$ cat config.mk
export PLATFORM = sky130hd
export DESIGN_NAME = vram_arbiter
export DESIGN_NICKNAME = d
export VERILOG_FILES = /design/src/rtl/vt_pkg.sv /design/src/rtl/rr_pick.sv /design/src/rtl/vram_arbiter.sv
export SDC_FILE = /design/constraint.sdc
export NUM_CORES = 1
export LEC_CHECK = 0
export CORE_ASPECT_RATIO = 0.5
export CORE_MARGIN = 1.5
export CORE_UTILIZATION = 40
export CTS_CLUSTER_DIAMETER = 60
export DETAILED_ROUTE_END_ITERATION = 10
export DONT_BUFFER_PORTS = 1
export SYNTH_ARGS = -nofsm -noshare
export SYNTH_HDL_FRONTEND = slang
export SYNTH_SLANG_ARGS = --single-unit
$ cat constraint.sdc
create_clock -name clk -period 3.8 [get_ports clk]
set_input_delay 0.57 -clock clk [delete_from_list [all_inputs] [get_ports clk]]
set_output_delay 0.57 -clock clk [all_outputs]
set_load 0.01 [all_outputs]
$ cat src/rtl/vt_pkg.sv
// rtl/vt_pkg.sv - shared constants and write record for the character-VRAM path
package vt_pkg;

  localparam logic YES  = 1'b1;
  localparam logic NO   = 1'b0;
  localparam logic HIGH = 1'b1;
  localparam logic LOW  = 1'b0;

  localparam int ROW_W  = 5;
  localparam int COL_W  = 7;
  localparam int BYTE_W = 8;

  localparam int RIGHT_COL = 99;

  typedef struct packed {
    logic [ROW_W-1:0]  row;
    logic [COL_W-1:0]  col;
    logic [BYTE_W-1:0] chr;
  } vram_write_t;

endpackage

$ cat src/rtl/rr_pick.sv
// rtl/rr_pick.sv - round-robin pick: first valid requester after the start pointer
module rr_pick
  import vt_pkg::*;
#(
  parameter int N  = 3,
  parameter int PW = (N > 1) ? $clog2(N) : 1
) (
  input  logic [N-1:0]  valid,
  input  logic [PW-1:0] start,
  output logic [N-1:0]  grant,
  output logic [PW-1:0] idx,
  output logic          any
);

  always_comb begin
    logic [PW-1:0] c;
    c     = '0;
    grant = '0;
    idx   = '0;
    any   = NO;
    // start itself is checked last, so the previous winner yields to everyone else
    for (int k = 1; k <= N; k++) begin
      c = PW'((int'(start) + k) % N);
      if (!any && valid[c]) begin
        any      = YES;
        grant[c] = 1'b1;
        idx      = c;
      end
    end
  end

endmodule

$ cat src/rtl/vram_arbiter.sv
// rtl/vram_arbiter.sv - round-robin arbiter with burst lock sharing the VRAM write port
module vram_arbiter
  import vt_pkg::*;
#(
  parameter int NUM_REQ   = 3,
  parameter int BURST_MAX = 4
) (
  input  logic                      clk,
  input  logic                      reset_low,
  input  logic [NUM_REQ-1:0]        req_valid,
  output logic [NUM_REQ-1:0]        req_ready,
  input  logic [ROW_W*NUM_REQ-1:0]  req_row,
  input  logic [COL_W*NUM_REQ-1:0]  req_col,
  input  logic [BYTE_W*NUM_REQ-1:0] req_byte,
  output logic                      vram_valid,
  input  logic                      vram_ready,
  output logic [ROW_W-1:0]          vram_row,
  output logic [COL_W-1:0]          vram_col,
  output logic [BYTE_W-1:0]         vram_byte,
  output logic [1:0]                vram_src,
  output logic                      busy
);

  localparam int PW = (NUM_REQ > 1) ? $clog2(NUM_REQ) : 1;

  logic [PW-1:0]      rr_ptr, owner, gidx, pick_idx;
  logic [3:0]         burst_cnt, burst_nxt;
  logic               lock, space, owner_hold, pick_any, xfer, contended;
  logic [NUM_REQ-1:0] pick_grant, grant;
  vram_write_t        slot [NUM_REQ];
  vram_write_t        out_q;

  for (genvar i = 0; i < NUM_REQ; i++) begin : g_slot
    assign slot[i] = {req_row[ROW_W*i +: ROW_W], req_col[COL_W*i +: COL_W],
                      req_byte[BYTE_W*i +: BYTE_W]};

    a_hold: assert property (@(posedge clk) disable iff (!reset_low)
      req_valid[i] && !req_ready[i] |=> req_valid[i] && $stable(slot[i]));
    a_col: assert property (@(posedge clk) disable iff (!reset_low)
      req_valid[i] |-> slot[i].col <= COL_W'(RIGHT_COL));
  end

  rr_pick #(.N(NUM_REQ), .PW(PW)) u_pick (
    .valid (req_valid),
    .start (rr_ptr),
    .grant (pick_grant),
    .idx   (pick_idx),
    .any   (pick_any)
  );

  assign space      = !vram_valid || vram_ready;
  assign owner_hold = lock && req_valid[owner];

  always_comb begin
    grant = pick_grant;
    gidx  = pick_idx;
    if (owner_hold) begin
      grant        = '0;
      grant[owner] = 1'b1;
      gidx         = owner;
    end
  end

  assign req_ready = (space && reset_low) ? grant : '0;
  assign xfer      = space && reset_low && (owner_hold || pick_any);
  assign contended = |(req_valid & ~grant);
  assign burst_nxt = (lock && gidx == owner) ? burst_cnt + 4'd1 : 4'd1;
  assign busy      = vram_valid || (|req_valid);

  always_ff @(posedge clk or negedge reset_low) begin
    if (!reset_low) begin
      vram_valid <= LOW;
      out_q      <= '0;
      vram_src   <= '0;
      rr_ptr     <= PW'(NUM_REQ - 1);
      owner      <= '0;
      burst_cnt  <= '0;
      lock       <= NO;
    end else if (xfer) begin
      vram_valid <= HIGH;
      out_q      <= slot[gidx];
      vram_src   <= 2'(gidx);
      rr_ptr     <= gidx;
      // the lock only matters while someone else is waiting
      if (contended) begin
        owner     <= gidx;
        burst_cnt <= burst_nxt;
        lock      <= (burst_nxt != 4'(BURST_MAX));
      end else begin
        lock      <= NO;
        burst_cnt <= '0;
      end
    end else begin
      if (vram_ready) vram_valid <= LOW;
      if (lock && !req_valid[owner]) lock <= NO;
    end
  end

  assign vram_row  = out_q.row;
  assign vram_col  = out_q.col;
  assign vram_byte = out_q.chr;

endmodule

## Word-level counts from Yosys, hierarchy flattened

Index checks and enable logic that the tools add are counted.

| storage, ports and cells | value |
|---|---|
| word-level logic and storage cells | 93 |
| bits of input ports | 66 |
| bits in registers | 32 |

| operators by class | value |
|---|---|
| bitwise operators | 5 |
| divide/modulo/power cells | 3 |
| $lt $le $gt $ge | 9 |
| mux-type cells | 38 |
| eq/ne operators | 2 |
| reduce and logical (&&, ||, !) cells | 23 |
| add/subtract/negate cells | 4 |

Operators by type and width:

| operator | count |
|---|---|
| remainder unit 32 x 3 -> 32 bit, second input constant | 3 |
| binary-select mux 20 bit (select 2 bit) | 1 |
| 2-to-1 mux 20 bit | 2 |
| 2-to-1 mux 1 bit | 16 |
| 2-to-1 mux 3 bit | 5 |
| less-than comparator 2 x 3 -> 1 bit, second input constant | 4 |
| logical AND 1 bit | 11 |
| binary-select mux 1 bit (select 2 bit) | 4 |
| demux 1 bit (select 2 bit) | 4 |
| greater-or-equal comparator 2 x 1 -> 1 bit, second input constant | 4 |
| 2-to-1 mux 2 bit | 4 |
| 2-to-1 mux 4 bit | 2 |
| adder 2 x 2 -> 3 bit, second input constant | 2 |
| bitwise OR 3 bit | 2 |
| OR reduction 3 bit | 2 |
| adder 4 x 1 -> 4 bit, second input constant | 1 |
| zero test 1 bit | 4 |
| != test 4 x 3 -> 1 bit, second input constant | 1 |
| nonzero test 2 bit | 2 |
| adder 2 x 1 -> 3 bit, second input constant | 1 |
| AND 3 bit | 1 |
| greater-or-equal comparator 3 bit, second input constant | 1 |
| logical OR 1 bit | 3 |
| inverter 2 -> 3 bit | 1 |
| other kinds (3) | 3 |

## Depth between registers and ports, before layout

Gate-level depths: netlist of run 1.

| depth | value |
|---|---|
| depth after elaboration | 18 |
| depth in mapped cells | 11 |
| gate-level depth less buffers | 9 |

## Hierarchy

From an unflattened synthesis of run 1, not the netlist that was laid out.

| second synthesis, totals | value |
|---|---|
| cells, all modules | 270 |
| area total of the unflattened synthesis | 2,299.7 um^2 |

By module, submodules not included:

| module | area an instance (um^2) | instances | cells an instance |
|---|---|---|---|
| vram_arbiter | 2,001.9 | 1 | 229 |
| rr_pick | 297.8 | 1 | 41 |

## Worst setup path before layout of run 1

Ideal clock, no wire load.

| timing path | value |
|---|---|
| path type | flip-flop to flip-flop |
| start | register rr_ptr[1] |
| end | register owner[1] |
| period minus slack after synthesis | 2.799 ns |
| data required time | 3.675 ns |
| data arrival time | 2.674 ns |
| cell stages (with the launch flop) | 11 |
| slack | 1.001 ns |
| setup time | 0.125 ns |
| buffers on the path | 1 |
| path through | dfstp_2 -> inv_1 -> ha_1 -> buf_6 -> a22o_1 -> or3_4 -> and2_4 -> o31a_1 -> a221o_2 -> nand2_4 -> mux2_4 |

| on the way | value |
|---|---|
| longest elaborated chain between the ends | 16 |
| elaborated cells between the ends (all ways) | 50 |
| those cells by class | 3 x add/sub; 3 x div; 6 x order compare; 23 x mux; 4 x bitwise; 11 x reduce/logical |

RTL lines:

| element | line | source |
|---|---|---|
| start: declaration | vram_arbiter.sv:26 | `logic [PW-1:0] rr_ptr, owner, gidx, pick_idx;` |
| start signal: assignment | vram_arbiter.sv:75 | `rr_ptr <= PW'(NUM_REQ - 1);` |
| start signal: assignment | vram_arbiter.sv:83 | `rr_ptr <= gidx;` |
| adder 2 x 1 -> 3 bit | rr_pick.sv:23 | `c = PW'((int'(start) + k) % N);` |
| remainder unit 32 x 3 -> 32 bit | rr_pick.sv:23 |  |
| less-than comparator 2 x 3 -> 1 bit (implied by the code), or another cell as far along | rr_pick.sv:26 | `grant[c] = 1'b1;` |
| logical AND 1 bit (implied by the code) / 2-to-1 mux 1 bit (equally long branches) | rr_pick.sv:26, rr_pick.sv:24 |  |
| 2-to-1 mux 1 bit, on equally long branches | rr_pick.sv:26, rr_pick.sv:24 |  |
| demux 1 bit (select 2 bit) / zero test 1 bit (equally long branches) | n/a |  |
| 2-to-1 mux 3 bit / logical AND 1 bit (equally long branches) | rr_pick.sv:24 | `if (!any && valid[c]) begin` |
| bitwise OR 3 bit (no line) / 2-to-1 mux 1 bit (equally long branches) | n/a |  |
| 2-to-1 mux 3 bit / zero test 1 bit (equally long branches) | rr_pick.sv:24 |  |
| bitwise OR 3 bit (no line) / logical AND 1 bit (equally long branches) | n/a |  |
| 2-to-1 mux 3 bit | rr_pick.sv:24 |  |
| 2-to-1 mux 3 bit | vram_arbiter.sv:57 | `if (owner_hold) begin` |
| inverter 3 bit | vram_arbiter.sv:66 | `assign contended = \|(req_valid & ~grant);` |
| AND 3 bit | vram_arbiter.sv:66 |  |
| OR reduction 3 bit | vram_arbiter.sv:66 |  |
| AND reduction 2 bit (no line) | n/a |  |
| end signal: assignment | vram_arbiter.sv:86 | `owner <= gidx;` |
| end: declaration | vram_arbiter.sv:26 |  |

Several ways; a longest one is shown, not always the timed one. The select of a mux whose other input is x is not followed.
A chain may end at the register's enable or synchronous reset.

==> summary.txt, run 1 <==
Outcome -> completed
Relative slew slack -> 38.1%
Pleak -> 1.09 nW
WP data arrival -> 3.60 ns
Part of the power in registers -> 30.1%
Max-cap violations -> 0
CP Capture Type -> register
Sequential area share after synthesis -> 34.4%
Metal2 WL -> 2440 um
Die area -> 6130 um2
Internal Pwr Total -> 1.25 mW
Met3 wire len -> 411 um
Synth warn -> 0
Setup Crit Path Kind -> register to register
Drt first pass iters -> 4
CTS root buffer -> clkbuf_16
Initial core utilization -> 41.3%
Final Skew -> 0.00761 ns
Synth Flop Type -> dfrtp_1
Synth Area per Inst -> 9.17 um2
Num rows -> 19
Netlist cell types -> 51
Die width -> 109 um
Initial DRC count -> 78
First-pass GRT wire length -> 8710 um
Clock Power Share -> 16.9%
Slowest CP cell -> and2_1
Part of the power in combinational logic -> 53.0%
Pwr dens -> 900 nW/um2
Share of layout cells above drive strength 1 -> 9.24%
Syn-to-layout area delta -> 7.54%
GPL Wtd Cong -> 0.877
Gate Count Post-Synth -> 246
Crit-path max FO -> 24
CTS H-Tree Depth -> 2
Period utilisation layout -> 89.8%
Vias after detailed routing -> 1,834
Synth async-reset ratio -> 100%
Antenna fix cells -> 0
RSZ-0062 raised after global routing -> no
Core box area -> 5470 um2
Largest net degree at the start of global routing -> 37
Cell taking the most area after synthesis -> dfrtp_1
Final setup viols -> 0
Synth top area cells -> dfrtp_1, mux2i_1, a2bb2oi_1
Top-area cell type share of the netlist area -> 33.3%
Die height -> 56.1 um
Tmin final -> 3.41 ns
Commonest non-fill, non-tap cell in the layout -> nand2_1
CP Launch Type -> register
Final Max Tran Viols -> 0
Max layer used -> met4
Vias per inst -> 5.90
Tot GR Track Use -> 18.2%
P_sw -> 0.933 mW
Boundary Pins -> 93
Post-DRT Antenna Nets -> 0
Avg WL per Cell -> 17.0 um
Synth Register Bits -> 31
Peak Freq -> 0.293 GHz
Overall routed net length -> 5290 um
Commonest cells after routing, fill and taps aside -> nand2_1, dfrtp_1, mux2i_1
Antenna violations before repair -> 0
Required @ worst endpoint -> 3.99 ns
Clk_lat worst skew -> 0.27 ns
Port Buffers -> 0
CP bufs+invs -> 1
Post-route DRC -> 0
Nets -> 308
CTS tree -> yes
Number of global-route vias before repair -> 1,826
Clk slew on worst S/H paths -> 0.05 ns
Dpl hpwl -> 3770 um
Critical path cell sequence -> inv_1, ha_1, nand2b_1, or4b_1, o211a_1, a2bb2oi_4, and2_1, a2bb2oi_1, o21ai_0
# clock sinks -> 31
Worst vdd ir -> 0.340 mV
Post-Route Setup TNS -> 0 ns
Met1 wire length -> 2360 um
Max clock buf depth -> 2
Min-delay worst type -> input port to async pin
EDFF count, synth -> 0
Tightest Pin Transition -> 0.925 ns
Post-synthesis cell area -> 2260 um2
CP top delay family -> compound AO/OA/AOI/OAI gates
Syn Nets -> 317
Postcts setup bufs -> 0
Final Hold Viols -> 0
TritonCTS buffer count -> 5
Switching Fraction -> 42.7%
Hold_ws -> 0.112 ns
Global route overflow -> 0
CP max stage delay -> 0.72 ns
==> timing repair <==
action / in CTS / in global routing
endpoints found under the hold margin: 30 / 0
gates resized for setup: 0 / 0
hold buffers: 1 / 0
==> power groups by stage <==
stage	logic (mW)	registers (mW)	clock network [mW]
2_1_floorplan	1.02	0.613	0
3_3_place_gp	1.11	0.659	0
3_5_place_dp	1.15	0.660	0
4_1_cts	1.16	0.658	0.383
5_1_grt	1.29	0.675	0.397
6_report	1.16	0.656	0.370
==> area by class of cell <==
cell class | instances | area (um2)
well taps | 73 | 91.3
flip-flops and latches | 31 | 777
clock buffers | 7 | 133
clock inverters | 1 | 5.00
repair buffers | 3 | 35.0
inverters | 7 | 26.3
multi-input cells | 189 | 1360
fillers | 547 | 3040
==> sequential cells by signal (all words and copies together), names as in the netlist <==
register and count:
burst_cnt 4, lock 1, owner 2, rr_ptr 1
vram_byte 8, vram_col 7, vram_row 5, vram_src 2
vram_valid 1
==> logic make-up after synthesis <==
family                   Yosys count  synth area share (%)
buffers and inverters             26                  5.82
AO/OA/AOI/OAI                     81                  26.4
adder cells (fa/ha/maj)            5                  2.77
flip-flops                        31                  34.4
XOR/XNOR                           1                 0.388
AND/OR/NAND/NOR                   71                  15.9
multiplexers                      31                  14.3
==> routing by layer <==
layer | vias up | track usage (%)
met5 | - | 0
met4 | 0 | 6.12
met3 | 8 | 5.85
met2 | 71 | 29.7
met1 | 866 | 22.9
li1 | 889 | -
==> metrics by stage <==
stage                     instance area [um2]  cells  utilization (%)  power [mW]  setup slack (ns)
after detailed placement                 2270    302             41.5        1.81             0.335
after global routing                     2430    311             44.4        2.36            0.0103
after global placement                   2270    302             41.5        1.77             0.481
after floorplan                          2260    246                -        1.63              1.00
after CTS                                2430    311             44.4        2.20             0.322
final                                    2430    311             44.4        2.18             0.387
==> worst paths after layout <==
check / start / to / slack [ns] / depth (start not counted)
setup / recovery: vram_src[0]$_DFFE_PN0P_ / vram_row[4]$_DFFE_PN0P_ / 0.39 / 9
hold / removal: reset_low / vram_byte[5]$_DFFE_PN0P_ / 0.11 / 1
setup reg to reg: vram_src[0]$_DFFE_PN0P_ / vram_row[4]$_DFFE_PN0P_ / 0.39 / 9
hold reg to reg: burst_cnt[2]$_DFFE_PN0P_ / burst_cnt[2]$_DFFE_PN0P_ / 0.50 / 2
max in group asynchronous: reset_low / owner[1]$_DFFE_PN0P_ / 3.51 / 1
min in group clk: req_byte[22] / vram_byte[6]$_DFFE_PN0P_ / 0.48 / 2
==> synthesized netlist by cell type, drive strengths merged, types with 3 or more instances <==
library cell	count
inv	7
and2	4
a21oi	5
a2bb2oi	21
clkbuf	9
nand2b	6
a21boi	3
buf	10
a211oi	3
mux2	4
nor3	4
mux2i	27
dfrtp	30
o21ai	28
nand3	6
ha	5
nor2	6
nor2b	3
nand2	36
No activity file was read; power rests on OpenSTA's default activity.
==> run 2, diff against run 1 <==
CTS_BUF_LIST = sky130_fd_sc_hd__clkbuf_4   (was unset)
==> summary.txt, run 2 (same netlist as run 1, synthesis figures left out) <==
Part of the power in combinational logic -> 57.6%
Worst vdd ir -> 0.331 mV
Tightest Pin Transition -> 0.925 ns
Crit-path max FO -> 24
Max reg flops -> 8
Die area -> 6130 um2
Port Buffers -> 0
Peak Freq -> 0.309 GHz
Pleak -> 1.06 nW
Tot GR Track Use -> 18.1%
Largest net degree at the start of global routing -> 37
Share of layout cells above drive strength 1 -> 10.5%
Final Hold Viols -> 0
Cell area after layout -> 2350 um2
Final Skew -> 0.0171 ns
Dpl hpwl -> 3770 um
Max-cap violations -> 0
GPL Wtd Cong -> 0.877
CTS H-Tree Depth -> 2
Syn-to-layout area delta -> 4.05%
Initial DRC count -> 82
Vias after detailed routing -> 1,818
Met1 wire length -> 2350 um
Metal2 WL -> 2440 um
# clock sinks -> 31
RSZ-0062 raised after global routing -> no
Global route overflow -> 0
Area after DPL -> 2270 um2
Nets -> 308
Vias per inst -> 5.85
Core box area -> 5470 um2
Pwr dens -> 854 nW/um2
CTS tree -> yes
Internal Pwr Total -> 1.09 mW
Drt first pass iters -> 4
Switching Fraction -> 45.4%
CP Launch Type -> register
Die height -> 56.1 um
CTS root buffer -> clkbuf_4
Post-route DRC -> 0
P_sw -> 0.911 mW
Critical Path Source -> vram_src[0]$_DFFE_PN0P_
Clk slew on worst S/H paths -> 0.10 ns
Commonest non-fill, non-tap cell in the layout -> nand2_1
Clk_lat worst skew -> 0.34 ns
Avg WL per Cell -> 16.9 um
Antenna violations before repair -> 0
Setup ws final -> 0.560 ns
Commonest cells after routing, fill and taps aside -> nand2_1, dfrtp_1, mux2i_1
Max clock buf depth -> 2
Part of the power in registers -> 32.6%
WP data arrival -> 3.46 ns
Relative slew slack -> 38.1%
Post-Route Setup TNS -> 0 ns
Setup Crit Path Kind -> register to register
Final Max Tran Viols -> 0
Period utilisation layout -> 85.3%
Initial core utilization -> 41.3%
Boundary Pins -> 93
CP Capture Type -> register
Number of global-route vias before repair -> 1,804
Tmin final -> 3.24 ns
Antenna fix cells -> 0
Worst r2r src -> vram_src[0]$_DFFE_PN0P_
Min-delay worst type -> input port to async pin
Hold_ws -> 0.0340 ns
Outcome -> completed
Fill cells -> 551
TritonCTS buffer count -> 5
Clock Power Share -> 9.8%
First-pass GRT wire length -> 8660 um
Post-DRT Antenna Nets -> 0
Die width -> 109 um
Place WS -> 0.335 ns
Max layer used -> met4
Num rows -> 19
Met3 wire len -> 399 um
Required @ worst endpoint -> 4.02 ns
Final setup viols -> 0
Overall routed net length -> 5250 um
[run 2: per-layer routing]
| metal | GRT usage, % | vias to the layer above |
|---|---|---|
| met4 | 5.19 | 0 |
| met3 | 5.85 | 8 |
| met2 | 29.7 | 69 |
| met1 | 22.9 | 850 |
| li1 | - | 891 |
| met5 | 0 | - |
[run 2: what timing repair did]
action                                 CTS  global route
setup endpoints to repair                0             1
resized for setup                        0             1
hold buffers                             1             0
setup buffers                            0             0
endpoints found under the hold margin   30             0
[run 2: layout make-up]
cell class / count / area, um2 / share of cell area (%)
Clock buffer: 7 / 52.6 / 2.24
Tap cell: 73 / 91.3 / 3.89
Multi-Input combinational cell: 189 / 1360 / 57.9
Timing Repair Buffer: 3 / 35.0 / 1.49
Sequential cell: 31 / 777 / 33.1
Inverter: 7 / 26.3 / 1.12
Clock inverter: 1 / 5.00 / 0.213
[run 2: final timing paths]
check / endpoint / slack, ns / cells past startpoint
worst max register to register: lock$_DFFE_PN0P_ / 0.56 / 9
max in group asynchronous: owner[1]$_DFFE_PN0P_ / 3.57 / 1
worst min-delay path: vram_byte[5]$_DFFE_PN0P_ / 0.03 / 1
worst min register to register: burst_cnt[2]$_DFFE_PN0P_ / 0.51 / 2
min in group clk: vram_byte[6]$_DFFE_PN0P_ / 0.41 / 2
worst max-delay path: lock$_DFFE_PN0P_ / 0.56 / 9
[run 2: power groups by stage]
stage / combinational, mW / clock (mW) / sequential, mW
floorplan: 1.02 / 0 / 0.613
global placement: 1.11 / 0 / 0.659
detailed placement: 1.15 / 0 / 0.660
CTS: 1.16 / 0.208 / 0.656
global route: 1.29 / 0.220 / 0.673
finish: 1.15 / 0.197 / 0.653
[run 2: critical path, stage by stage (launching register included)]
cell and delay [ns]:
dfrtp_1 0.46, inv_1 0.09, ha_1 0.53, nand2b_1 0.19
or4b_1 0.12, o211a_1 0.20, a2bb2oi_4 0.71, o2111a_1 0.40
nand4b_1 0.15, a32o_1 0.28
[run 2: metrics by stage]
| step | instances | util, % | total power, mW |
|---|---|---|---|
| after global placement | 302 | 41.5 | 1.77 |
| final | 311 | 42.9 | 2.00 |
| after floorplan | 246 | - | 1.63 |
| after global routing | 311 | 42.9 | 2.18 |
| after detailed placement | 302 | 41.5 | 1.81 |
| after CTS | 311 | 42.9 | 2.02 |
==> run 3, diff against run 2 <==
SKIP_CTS_REPAIR_TIMING = 1   (was unset)
SKIP_LAST_GASP = 1   (was unset)
==> results of run 3 <==
Final layout, timing and power as in run 2 (identical DEF).
Among the figures that moved: wire length of the first global-routing pass 8660 um -> 8590 um; via count of the first global-routing pass 1804 -> 1800; overall routing resource usage 18.1% -> 17.9%; met1 usage 22.9% -> 22.3%; met2 usage 29.7% -> 29.6%
